<file path="src/rtl/mem_bus_if.sv">
// Bus interface between mem_ctrl and data memory: one strobed access per request, variable wait states.
// Optional access timeout with a bus_err pulse is built when MEM_BUS_TIMEOUT_EN is defined.
module mem_bus_if #(
  parameter int unsigned ADDR_W      = 30,
  parameter int unsigned DATA_W      = 32,
  parameter int unsigned TIMEOUT_CYC = 16,
  parameter int unsigned CNT_W       = 5
) (
  input  logic              clk,
  input  logic              rst_,
  input  logic              req_valid,
  input  logic              req_rw,
  input  logic [ADDR_W-1:0] req_addr,
  input  logic [DATA_W-1:0] req_wr_data,
  input  logic              flush,
  output logic [DATA_W-1:0] rd_data,
  output logic              stall,
  output logic              bus_err,
  output logic              bus_as_,
  output logic              bus_rw,
  output logic [ADDR_W-1:0] bus_addr,
  output logic [DATA_W-1:0] bus_wr_data,
  input  logic [DATA_W-1:0] bus_rd_data,
  input  logic              bus_rdy_
);

  if (TIMEOUT_CYC >= (2 ** CNT_W)) begin : g_cnt_w_check
    $error("CNT_W is too narrow to count up to TIMEOUT_CYC");
  end

  typedef enum logic [1:0] {
    IDLE = 2'd0,
    BUSY = 2'd1,
    DONE = 2'd2
  } state_t;

  state_t state;
  logic   accept;

  assign accept = req_valid & ~flush;
  // DONE deliberately releases the pipeline for one cycle before the next request can be taken.
  assign stall  = ((state == IDLE) && accept) || (state == BUSY);

`ifdef MEM_BUS_TIMEOUT_EN
  logic [CNT_W-1:0] wait_cnt;
  logic             timeout;

  assign timeout = (wait_cnt == CNT_W'(TIMEOUT_CYC - 1));
`endif

  always_ff @(posedge clk) begin
    if (rst_) begin
      state       <= IDLE;
      bus_as_     <= 1'b1;
      bus_rw      <= 1'b1;
      bus_addr    <= '0;
      bus_wr_data <= '0;
      rd_data     <= '0;
      bus_err     <= 1'b0;
`ifdef MEM_BUS_TIMEOUT_EN
      wait_cnt    <= '0;
`endif
    end else begin
      bus_err <= 1'b0;
      case (state)
        IDLE: begin
          if (accept) begin
            bus_rw      <= req_rw;
            bus_addr    <= req_addr;
            bus_wr_data <= req_wr_data;
            bus_as_     <= 1'b0;
`ifdef MEM_BUS_TIMEOUT_EN
            wait_cnt    <= '0;
`endif
            state       <= BUSY;
          end
        end
        BUSY: begin
`ifdef MEM_BUS_TIMEOUT_EN
          wait_cnt <= wait_cnt + CNT_W'(1);
`endif
          // Reads may be abandoned on flush; stores always run to completion.
          if (flush && bus_rw) begin
            bus_as_ <= 1'b1;
            state   <= IDLE;
          end else if (!bus_rdy_) begin
            if (bus_rw) begin
              rd_data <= bus_rd_data;
            end
            bus_as_ <= 1'b1;
            state   <= DONE;
          end
`ifdef MEM_BUS_TIMEOUT_EN
          else if (timeout) begin
            bus_err <= 1'b1;
            bus_as_ <= 1'b1;
            if (bus_rw) begin
              rd_data <= '0;
            end
            state   <= DONE;
          end
`endif
        end
        DONE: begin
          state <= IDLE;
        end
        default: begin
          bus_as_ <= 1'b1;
          state   <= IDLE;
        end
      endcase
    end
  end

endmodule

</file>
<file path="config.mk">
export PLATFORM = sky130hd
export DESIGN_NAME = mem_bus_if
export DESIGN_NICKNAME = d
export VERILOG_FILES = /design/src/rtl/mem_bus_if.sv
export SDC_FILE = /design/constraint.sdc
export NUM_CORES = 1
export LEC_CHECK = 0
export ABC_CLOCK_PERIOD_IN_PS = 1700
export CAP_MARGIN = 20
export CORE_UTILIZATION = 26
export DETAILED_ROUTE_END_ITERATION = 8
export HOLD_SLACK_MARGIN = 0.08
export PLACE_DENSITY = 0.65
export SYNTH_ARGS = -nofsm -noshare
export SYNTH_HDL_FRONTEND = slang
export SYNTH_SLANG_ARGS = --single-unit
</file>
<file path="constraint.sdc">
create_clock -name clk -period 1.7 [get_ports clk]
set_input_delay 0.34 -clock clk [delete_from_list [all_inputs] [get_ports clk]]
set_output_delay 0.34 -clock clk [all_outputs]
set_load 0.005 [all_outputs]
</file>
==> results.md <==
- Outcome: completed
- CTS max path bufs: 2
- Die span in y: 123 um
- Largest net degree at the start of global routing: 51
- Die Wd: 123 um
- GPL Wtd Cong: 0.706
- Final Cycle Share: 96.0%
- Met1 Track Usage GR: 16.2%
- # diodes: 0
- Met2 global-route usage: 22.6%
- Via-per-instance ratio: 4.35
- Min-delay worst type: in -> reg
- Seq cells post-synth: 98
- Final min period: 1630 ps
- Total power: 5.16 mW
- Post-route DRC: 0
- Setup TNS: 0 ps
- Global-route usage over all layers: 14.2%
- Commonest non-fill, non-tap cell in the layout: clkdlybuf4s50_1
- Syn Area/Cell: 8.77 um^2
- GRT Residual Overflow: 0
- Total CTS buffers: 9
- Initial core utilization: 26.9%
- Fin util: 44.9%
- Post-Route WL: 10900 um
- First-pass GRT wire length: 16600 um
- Netlist cell types: 23
- H-tree depth: 3
- Fmax achieved: 613 MHz
- Clk slew on worst S/H paths: 70 ps
- Final setup viols: 0
- Worst setup margin: 68.0 ps
- Clk sinks: 98
- Cell Chain, Critical Path: clkdlybuf4s50_1, or4b_2, buf_4, nand2_1, a21oi_1
- Ys async rst share: 0%
- CTS Hold Bufs: 0
- Leakage power: 2.24 nW
- Busiest grt layer: met2
- Number of global-route vias before repair: 3535
- Max-slew violations: 0
- Skew-Pair Late Insertion Delay: 340 ps
- Fin. Hold Viols: 0
- Syn nets: 531
- M3 GR Usage: 6.13%
- CP startpoint kind: primary input
- Crit Path Class: in -> reg
- Drt wl/cell: 13.5 um
- PwrDens: 819 nW/um^2
- DRT iter0 DRCs: 118
- Synth Cell Area: 3780 um^2
- Pre-CTS worst setup slack: -354 ps
- I/O Pins: 198
- First drt pass iteration count: 4
- Worst setup EP type: flop
- Sequential share of the synthesized area: 51.9%
- Setup Skew: 8.07 ps
- Full die area: 15000 um^2
- CP max-delay cell: or4b_2
- Slowest cell delay on critical path: 640 ps
- Core region area: 14000 um^2
- CP Max Fanout: 24
- Max-Cap Viols: 0
- Buffers on Ports: 196
- Synth warnings: 0
- Share of layout cells above drive strength 1: 5.88%
- Ys flop type: dfxtp_1
- Final-stage net count: 724
- Root buffer cell: clkbuf_16
- DP Wirelength: 7560 um
- Peak supply drop: 0.380 mV
- Most frequent cells in the layout: clkdlybuf4s50_1 (192), nand2_1 (127), dfxtp_1 (98)
- Initial antenna violation count: 0
- FP Rows: 43
- CTS tree: done
- Post-synth EDFFs: 0
- Area Overhead vs Synth: 66.9%
- DR vias: 3519
- Cell count after synthesis: 431
- Antenna viol nets, final: 0
- WP data arrival: 1860 ps
- WP data required: 1930 ps
## routing by layer
metal	wire (um)	vias up
met5	0	-
met2	5090	136
li1	-	1769
met4	284	0
met3	1070	21
met1	4510	1593
## cells in the mapped netlist (2+ instances only)
| cell type | count | share of area [%] |
|---|---|---|
| a21oi_1 | 64 | 8.5 |
| buf_12 | 3 | 1.6 |
| buf_2 | 5 | 0.66 |
| clkbuf_1 | 22 | 2.2 |
| dfxtp_1 | 98 | 52 |
| mux2i_1 | 32 | 8.5 |
| nand2_1 | 127 | 13 |
| nand2b_1 | 64 | 11 |
| nor2_1 | 2 | 0.20 |
## critical path: cells and delay by family
family | cells | cell delay, ps
buf+inv | 2 | 720
simple gates | 2 | 740
compound gates | 1 | 60
## registers in the layout, indices dropped and copies added, names as in the netlist
register     count
bus_wr_data     32
rd_data         32
bus_addr        30
state            2
bus_as_          1
bus_rw           1
## cells by family after synthesis
logic type / after synthesis / share of synthesized area [%]
AND/OR/NAND/NOR: 201 / 25.7
AO/OA/AOI/OAI: 66 / 8.81
buffers and inverters: 33 / 5.03
other: 1 / 0.0992
multiplexers: 32 / 8.48
flip-flops: 98 / 51.9
## what timing repair did
| action | 4_1_cts | 5_1_grt |
|---|---|---|
| gates cloned | 0 | 3 |
| hold endpoints to repair | 0 | 0 |
| setup endpoints to repair | 1 | 34 |
| buffers inserted | 0 | 1 |
| gates resized for setup | 1 | 7 |
| pin swaps | 0 | 2 |
## metrics by stage
step           hold slack (ps)  std cells  instance area (um^2)
4_1_cts                    455        805                  6230
5_1_grt                    387        809                  6310
6_report                   367        809                  6310
3_3_place_gp               441        789                  5940
3_5_place_dp               447        789                  5940
2_1_floorplan              453        431                  3780
## final cells by class
cell class	count	area, um^2
Clock buffer	12	236
Clock inverter	4	52.6
Fill cell	1356	7740
Inverter	1	3.75
Multi-Input combinational cell	300	1640
Sequential cell	98	1960
Tap cell	180	225
Timing Repair Buffer	214	2190
## report_power, final
group	switching [mW]	leakage, nW	internal, mW	total, mW
registers	0.0450	0.797	2.38	2.43
logic	0.261	1.31	0.462	0.723
clock network	0.872	0.129	1.14	2.01
total	1.18	2.24	3.99	5.16
## path summary, 6_finish.rpt
path / startpoint / to / slack [ps] / cells after the start
setup / recovery: req_valid / bus_addr[24]$_SDFFE_PP0P_ / 70 / 5
hold / removal: bus_rdy_ / state[1]$_SDFFE_PP0P_ / 370 / 3
setup reg to reg: state[0]$_SDFFE_PP0P_ / rd_data[3]$_SDFFE_PP0P_ / 90 / 5
hold reg to reg: bus_addr[0]$_SDFFE_PP0P_ / bus_addr[0]$_SDFFE_PP0P_ / 450 / 2
Power figures use the tool's default switching activity.
